--- src/rtl/sync_fifo.sv ---
// Single-clock byte FIFO with registered read data, occupancy count,
// full/empty flags and one-cycle overflow/underflow pulses.
module sync_fifo #(
  parameter int unsigned DATA_WIDTH = 8,
  parameter int unsigned DEPTH      = 16   // power of two, >= 2
) (
  input  logic                    clk,
  input  logic                    reset,
  input  logic                    write_en,
  input  logic                    read_en,
  input  logic [DATA_WIDTH-1:0]   data_in,
  output logic [DATA_WIDTH-1:0]   data_out,
  output logic                    full,
  output logic                    empty,
  output logic [$clog2(DEPTH):0]  count,
  output logic                    overflow,
  output logic                    underflow
);

  localparam int unsigned AW = $clog2(DEPTH);
  localparam int unsigned CW = AW + 1;

  logic [DATA_WIDTH-1:0] mem [DEPTH];
  logic [AW-1:0]         wr_ptr;
  logic [AW-1:0]         rd_ptr;

  logic                  rd_ok_c;
  logic                  wr_ok_c;
  logic [CW-1:0]         count_nxt_c;

  // Acceptance: a full FIFO still takes a write when a read frees a slot this cycle.
  always_comb begin
    rd_ok_c     = read_en && !empty;
    wr_ok_c     = write_en && (!full || rd_ok_c);
    count_nxt_c = count;
    if (wr_ok_c && !rd_ok_c) begin
      count_nxt_c = count + CW'(1);
    end else if (rd_ok_c && !wr_ok_c) begin
      count_nxt_c = count - CW'(1);
    end
  end

  // Storage array is not reset; a write in a reset cycle is discarded.
  always_ff @(posedge clk) begin
    if (!reset && wr_ok_c) begin
      mem[wr_ptr] <= data_in;
    end
  end

  always_ff @(posedge clk) begin
    if (reset) begin
      wr_ptr    <= '0;
      rd_ptr    <= '0;
      count     <= '0;
      full      <= 1'b0;
      empty     <= 1'b1;
      data_out  <= '0;
      overflow  <= 1'b0;
      underflow <= 1'b0;
    end else begin
      if (wr_ok_c) begin
        wr_ptr <= wr_ptr + AW'(1);
      end
      if (rd_ok_c) begin
        rd_ptr   <= rd_ptr + AW'(1);
        data_out <= mem[rd_ptr];
      end
      count     <= count_nxt_c;
      full      <= (count_nxt_c == CW'(DEPTH));
      empty     <= (count_nxt_c == CW'(0));
      overflow  <= write_en && !wr_ok_c;
      underflow <= read_en && !rd_ok_c;
    end
  end

endmodule

--- config.mk ---
export PLATFORM = sky130hd
export DESIGN_NAME = sync_fifo
export DESIGN_NICKNAME = d
export VERILOG_FILES = /design/src/rtl/sync_fifo.sv
export SDC_FILE = /design/constraint.sdc
export NUM_CORES = 1
export LEC_CHECK = 0
export CAP_MARGIN = 5
export CORE_MARGIN = 2
export CORE_UTILIZATION = 54
export CTS_CLUSTER_SIZE = 24
export DETAILED_ROUTE_END_ITERATION = 10
export HOLD_SLACK_MARGIN = 0.06
export PLACE_DENSITY = 0.75
export SLEW_MARGIN = 5
export SYNTH_ARGS = -nofsm -noshare
export SYNTH_HDL_FRONTEND = slang
export SYNTH_SLANG_ARGS = --single-unit
--- constraint.sdc ---
create_clock -name clk -period 1.9 [get_ports clk]
set_input_delay 0.19 -clock clk [delete_from_list [all_inputs] [get_ports clk]]
set_output_delay 0.19 -clock clk [all_outputs]
set_load 0.1 [all_outputs]
=== Word-level counts from Yosys, hierarchy flattened ===
Memories as Yosys holds them, arrays and structs flattened. A register that Yosys moved wholly into a read port is not among the register bits.
Index checks and enable logic that the tools add are counted.

* Reduce and logical (&&, ||, !) cells: 14
* Eq/ne operators: 1
* Add/subtract/negate cells: 4
* Multiplexer cells: 4

{| class="wikitable"
|+ Operators by type and width
! cell !! count
|-
| 5-bit two-way mux || 2
|-
| 4-bit by 1-bit adder with 4-bit output, second input constant || 2
|-
| 1-bit logical AND || 7
|-
| 5-bit by 1-bit adder with 5-bit output, second input constant || 1
|-
| 5-bit == test, second input constant || 1
|-
| 1-bit logical NOT || 5
|-
| 5-bit logical NOT || 1
|-
| 5-bit by 1-bit subtractor with 5-bit output, second input constant || 1
|-
| 1-bit two-way mux || 2
|-
| 1-bit logical OR || 1
|}

* RAM bits: 128
* Word-level logic and storage cells: 31
* Memories kept: 1
* Bits of input ports: 12
* Register bits after elaboration: 17
* Output and inout port bits: 17

{| class="wikitable"
|+ Memory list
! memory !! words !! bits a word !! rd ports !! clocked after Yosys merged registers in !! write ports !! line !! RTL
|-
| mem || 16 || 8 || 1 || 1 || 1 || 23 || <nowiki>logic [DATA_WIDTH-1:0] mem [DEPTH];</nowiki>
|}

=== Longest topological paths before layout ===
* Word-level depth: 9
* Mapped depth: 7
* Depth with buffers taken out: 7

=== Least setup slack after synthesis ===
OpenSTA, ideal clock, no wires.

* Path type: flip-flop to flip-flop
* Start point: register empty
* End point: memory mem[0][0], enable pin
* Setup slack: -0.706 ns
* Arrival: 2.222 ns
* Cell stages (with the launch flop): 7
* Library setup time: 0.383 ns
* Clock period less this slack: 2.606 ns
* Buffers on the path: 1
* Data required time: 1.517 ns
* Path through: dfxtp_1 > nand2b_4 > buf_6 > a21boi_2 > and2_1 > nand2_1 > nor3_1

* Word-level cells in the longest chain between the ends: 7

{| class="wikitable"
|+ Ends and longest elaborated chain
! element !! line !! RTL
|-
| start, declared || 14 || <nowiki>output logic empty,</nowiki>
|-
| start signal, assigned || 70 || <nowiki>empty <= (count_nxt_c == CW'(0));</nowiki>
|-
| 1-bit logical NOT || 33 || <nowiki>rd_ok_c = read_en && !empty;</nowiki>
|-
| 1-bit logical AND || 33 ||
|-
| 1-bit logical OR || 34 || <nowiki>wr_ok_c = write_en && (!full || rd_ok_c);</nowiki>
|-
| 1-bit logical AND || 34 ||
|-
| 1-bit logical AND || 45 || <nowiki>if (!reset && wr_ok_c) begin</nowiki>
|-
| 1-bit two-way mux || 45 ||
|-
| 1-bit two-way mux (not written as such) || 46 || <nowiki>mem[wr_ptr] <= data_in;</nowiki>
|-
| end, declared || 23 ||
|}

Every way passes these cells.

==> metrics.txt <==
nets@finish=approximately 450; leading area contributor after synthesis=edfxtp_1; post-DR wirelength/cell=21.9 um; Worst path slowest cell=dfxtp_2; Die Wd=between 100 and 150 um; Slew Viols, Final=0; CTS tree=done; # DRC=0; routed wire length=12900 um; Port Buf Inserts=28; Mapped Area=0.00613 sq mm; First-pass DRT Iterations=4; Leak Pwr=2.52 nW; Initial Utilization=between 50% and 60%; final worst slack=155 ps; CTS sink count=153; sequential fraction of the synthesis area=between 70% and 80%; Fin Clk Skew=slightly above 10 ps; crit path time final=~1700 ps; vias per cell=between 5 and 6; Place WS=-99.7 ps; diode count=0; Core Region=0.0109 sq mm; Crit Path Category=reg -> reg; post_cts resized=0; Fin. Hold Viols=0; CP max FO=10; Worst Tran Pin Value=between 600 and 700 ps; Num CTS Buffers=17; Hold Crit Class=reg -> reg; headroom to the max-slew limit=between 50% and 60%; CTS Root Cell=clkbuf_16; Worst Hold Slack=roughly 500 ps; Post-CTS Setup Inserts=0; asr flop ratio synth=0%; Detail Route Antenna Nets=0; Synth area leaders=edfxtp_1, dfxtp_1, mux2i_1; dominant synthesized flop cell=edfxtp_1; GR Overflow Total=0; Worst-Skew Late Latency=420 ps; #FFs+latches synth=between 150 and 200; delay-heaviest family, CP=flip-flops; Pwr Density=1070 mW/mm^2; number of global-route vias before repair=3461; row cnt=38; synth cell count leaders=edfxtp_1, mux2i_1, nor2_1; R2R depth=5; Overall Global Routing Usage=22.4%; Area Growth Syn to Fin=25.3%; Max stage delay on crit path=around 560 ps; Unique masters post-synth=43; DP HPWL=roughly 8500 um; Placed Instance Area=just over 0.007 sq mm; Placed Cells=roughly 560; Avg Cell Area, Syn=about 17 sq um; run status=completed; chip height=111 um; fraction of layout cells with a size suffix above 1=about 32%; RePlAce Congestion=around 0.85; Overall Power=a little over 8 mW; fin crit share=91.8%; Worst-path clk slew=approximately 60 ps; crit path buf inv count=1; drt first-iter violations=240; Synth Instances=368; Yosys warnings=0; CP required=between 2000 and 2500 ps; Critical Path End Type=flip-flop; final instance area=~0.0077 sq mm; CP Launch Type=flip-flop; H-tree levels=4; initial antenna violation count=0; largest net degree at the start of global routing=22; RSZ-0062 raised after global routing=false; Max VDD drop=0.811 mV; critical path arrival=2040 ps; fmax=573 MHz; die area=about 0.012 sq mm; clock buffer depth=2; top-area cell type share of the netlist area=62.7%; count leader, synth=edfxtp_1; total number of vias=roughly 3400; io pins=29; CP cell instances=buf_4, mux2i_1, a22oi_1, a32oi_1, o21ai_1; hold path depth=2; non-filler cells, final=a little under 600; Post-Syn Nets=387; CTS Hold Buffers Added=0; Worst path depth=5; first-pass GRT wire length=between 20000 and 25000 um; # setup viols final=0; EDFF count, synth=approximately 130; Max Cap Violations=0
-- per-stage QoR --
step | util (%) | setup TNS (ps)
global route | 70.2 | 0
detailed placement | 64.5 | -4920
finish | 70.2 | 0
floorplan | - | -407
global placement | 64.5 | -1140
CTS | 70.2 | 0
-- registers in the layout (all words and copies together), names as in the netlist --
signal     count
mem          128
overflow       1
rd_ptr         4
count          5
empty          1
full           1
data_out       8
underflow      1
wr_ptr         4
-- cell families (layout without fill, tap and decap cells) --
group | Yosys count | in the layout | synth area share, %
AO/OA/AOI/OAI | 42 | 42 | 5.21
XOR/XNOR | 10 | 10 | 1.43
adder cells (fa/ha/maj) | 7 | 7 | 1.43
buffers and inverters | 26 | 105 | 2.29
flip-flops | 153 | 153 | 70.9
multiplexers | 56 | 56 | 12.4
AND/OR/NAND/NOR | 74 | 74 | 6.33
-- final timing paths --
check | from | endpoint | slack (ps)
setup reg to reg | rd_ptr[1]$_SDFFE_PP0P_ | data_out[4]$_SDFFE_PP0P_ | 160
hold / removal | data_out[2]$_SDFFE_PP0P_ | data_out[2]$_SDFFE_PP0P_ | 500
setup / recovery | rd_ptr[1]$_SDFFE_PP0P_ | data_out[4]$_SDFFE_PP0P_ | 160
hold reg to reg | data_out[2]$_SDFFE_PP0P_ | data_out[2]$_SDFFE_PP0P_ | 500
-- area by class of cell --
class | instances | area, sq um
sequential | 153 | 4360
fill | 705 | 3260
multi-input combinational | 189 | 1760
timing repair buffer | 67 | 743
clock buffer | 19 | 453
tap | 140 | 175
clock inverter | 13 | 170
inverter | 6 | 22.5
-- power by group --
| group | internal (mW) | switching (mW) | total, mW |
|---|---|---|---|
| registers | 3.71 | 0.0661 | 3.77 |
| clock network | 2.15 | 1.30 | 3.44 |
| logic | 0.345 | 0.635 | 0.980 |
| total | 6.20 | 2.00 | 8.20 |
-- tightest hold or removal path: cells and delay by family (launching register included) --
| family | cells | cell delay, ps |
|---|---|---|
| flops | 1 | 340 |
| compound gates | 2 | 120 |
-- cells in the final DEF, fill, tap and decap left out, types with 4 or more instances in the layout --
cell type	n
ha_1	7
a32oi_1	8
nor2_2	11
a22oi_1	15
clkdlybuf4s50_1	11
edfxtp_1	128
clkbuf_16	17
a21oi_1	5
buf_12	17
mux4_2	16
nand2_1	10
nor2_1	14
and3_1	4
xor2_1	6
o21ai_1	7
mux2i_1	39
dfxtp_1	20
nor3_4	4
buf_4	39
xnor2_1	4
inv_1	5
nor3_1	5
clkinv_4	5
-- layer usage --
layer	global-route usage, %	vias up	share of wire (%)	wire length (um)
li1	-	1560	-	-
met1	30.6	1689	42	5370
met2	34.4	122	49	6270
met3	6.15	24	7.4	949
met4	9.42	0	2.1	271
met5	0	-	0	0
(Power assumes the default switching activity.)
==> variant, RTL diff (config.mk and constraints unchanged) <==
Put one more register stage on the output `count`. The value now appears one clock later. The other outputs are not delayed to match. Comments in the files are not updated.
--- a/src/rtl/sync_fifo.sv
+++ b/src/rtl/sync_fifo.sv
@@ -20,6 +20,8 @@
   localparam int unsigned AW = $clog2(DEPTH);
   localparam int unsigned CW = AW + 1;
 
+  logic [$clog2(DEPTH):0] count_s0;
+
   logic [DATA_WIDTH-1:0] mem [DEPTH];
   logic [AW-1:0]         wr_ptr;
   logic [AW-1:0]         rd_ptr;
@@ -32,11 +34,11 @@
   always_comb begin
     rd_ok_c     = read_en && !empty;
     wr_ok_c     = write_en && (!full || rd_ok_c);
-    count_nxt_c = count;
+    count_nxt_c = count_s0;
     if (wr_ok_c && !rd_ok_c) begin
-      count_nxt_c = count + CW'(1);
+      count_nxt_c = count_s0 + CW'(1);
     end else if (rd_ok_c && !wr_ok_c) begin
-      count_nxt_c = count - CW'(1);
+      count_nxt_c = count_s0 - CW'(1);
     end
   end
 
@@ -51,7 +53,7 @@
     if (reset) begin
       wr_ptr    <= '0;
       rd_ptr    <= '0;
-      count     <= '0;
+      count_s0  <= '0;
       full      <= 1'b0;
       empty     <= 1'b1;
       data_out  <= '0;
@@ -65,7 +67,7 @@
         rd_ptr   <= rd_ptr + AW'(1);
         data_out <= mem[rd_ptr];
       end
-      count     <= count_nxt_c;
+      count_s0  <= count_nxt_c;
       full      <= (count_nxt_c == CW'(DEPTH));
       empty     <= (count_nxt_c == CW'(0));
       overflow  <= write_en && !wr_ok_c;
@@ -73,5 +75,9 @@
     end
   end
 
+  always_ff @(posedge clk) begin
+    count <= count_s0;
+  end
+
 endmodule
 
Check against the original RTL: not equivalent (a bounded check fails within 4 cycles, from zero or initial values and one cycle with reset high).
==> variant against the unedited design <==
Synthesized area increased by 1.6%; routed wire length increased by 1.1%; fmax increased by 4.5%; sequential cell count increased by 5; worst hold slack got worse by 100 ps; clock skew decreased by 1.8 ps; count of clock-buffer cells in the layout increased by 2; sequential share of layout area increased by 1.5 points; setup slack improved by 76 ps; final area decreased by 0.39%; total power increased by 0.99%.
==> variant: results (changes against the unedited design) <==
The count of flip-flops with a built-in enable after synthesis is 128 (unchanged), and the number of DRC violations after detailed-routing iteration 0 is 264 (+10%). The instance area at placement is 7050 sq um (about the same). The data arrival at the endpoint of the critical path is 2000 ps (-40 ps), and the largest stage delay on the critical path is 340 ps (-220 ps). Internal reg-to-reg setup slack: 230 ps (+80 ps). The mux contribution to synthesized area came out at 12.2% (-0.20 points). The xor-xnor portion of the synthesized cell area is 1.41% (-0.023 points). The hold path depth works out to 0 (-2).

In the final layout, the registers with the most flip-flops are mem (128), data_out (8). The sequential element share of the synthesized area was 71.4% (+0.47 points). The endpoint identified for the worst register-to-register timing path is empty. The worst register-to-register path begins at count_s0[0]. The run finished with clean final reports. The share of layout cells above drive strength 1 is 30.2% (-2.1 points), and the reported leakage power is 0.00252 uW (about the same). For the post-synth net total, the log shows 392 (+1.3%). The first-pass GRT wire length came out at 20500 microns (+1.9%). In this run the most critical hold path is launched from count_s0[4].

The area share of fa/ha/maj cells after synthesis is 1.41% (-0.023 points), and the routed via count divided by cell count is 5.83 (+0.80%). By area the synthesized netlist is led by edfxtp_1, dfxtp_1, mux2i_1. Relative slew slack: 49.8% (-5.0 points).

The master of the slowest instance on the critical path is dfxtp_1. Smallest hold slack: 394 ps (-101 ps). Sorting the synthesized cells by how often they occur yields edfxtp_1, mux2i_1, dfxtp_1, nor2_1, mux4_2.

The yosys synthesis warning count is 0 (unchanged). The peak supply drop was 578 uV (-29%). The count of nets after finishing is 457 (+0.88%), and the total wirelength of the detailed-routed design is 13000 microns (+1.1%).

The placed wire-length estimate after detailed placement came out at 8430 microns (-0.72%). The worst reg2reg path depth is 7 (+2), and the compound-cell area share of the yosys netlist is 5.12% (-0.084 points). The tools report the number of global-route vias before repair as 3593 (+3.8%). The worst clock skew is 8.36 ps (-1.78 ps), and the final weighted congestion in routability-driven placement is 0.814 (-4.4%). The total routing resource utilization after global routing is 22.5% (+0.071 points). The endpoint of the worst hold-timing path was count[4].

Initial antenna violation count: 0 (unchanged). The largest fanout of any net on the critical path works out to 3 (-7).
[variant: cell count changes after synthesis, sizes merged]
cell and delta:
dfxtp +5
[variant: worst max-delay path, delay by kind of cell, from the launching register on]
kind            cells  cell delay (ps)
fa+ha+maj           1              220
flops               1              340
compound gates      3              520
simple gates        1              180
xor+xnor            1              260
buf+inv             1               60
[variant: layout make-up]
class                   instances  area, sq um
flip-flops and latches        158         4450
fillers                       765         3670
multi-input cells             189         1750
repair buffers                 66          648
clock buffers                  21          450
well taps                     143          179
clock inverters                11          144
inverters                       6         22.5
[variant: layer usage]
metal	wire length (microns)	track usage (%)	vias up
met4	226	7.16	0
met1	5430	29.8	1739
li1	-	-	1586
met5	0	0	-
met2	6580	37.2	117
met3	760	5.72	21
[variant: through the flow]
stage | instances | setup TNS (ps) | setup slack (ps)
6_report | 594 | 0 | 231
2_1_floorplan | 373 | -65.4 | -4.09
3_3_place_gp | 562 | -1790 | -50.3
5_1_grt | 594 | 0 | 39.7
3_5_place_dp | 562 | -4170 | -80.5
4_1_cts | 594 | 0 | 220
[variant: cells by family after synthesis]
kind of cell / after synthesis
xor+xnor: 10
flops: 158
fa+ha+maj: 7
buf+inv: 26
mux: 56
compound gates: 42
simple gates: 74
[variant: power by group]
part	total [uW]	switching, uW	internal, uW
logic	1000	655	349
registers	3880	56.5	3820
clock network	3390	1300	2100
total	8280	2010	6270
[variant: how the worst max path moves through the flow]
| stage | startpoint | to |
|---|---|---|
| final | count_s0[0] | empty |
| after global routing | count_s0[0] | empty |
| after CTS | empty | mem[2][5] |
| after detailed placement | read_en | mem[2][2] |
| after global placement | read_en | mem[2][6] |
| after floorplan | empty | mem[1][0] |
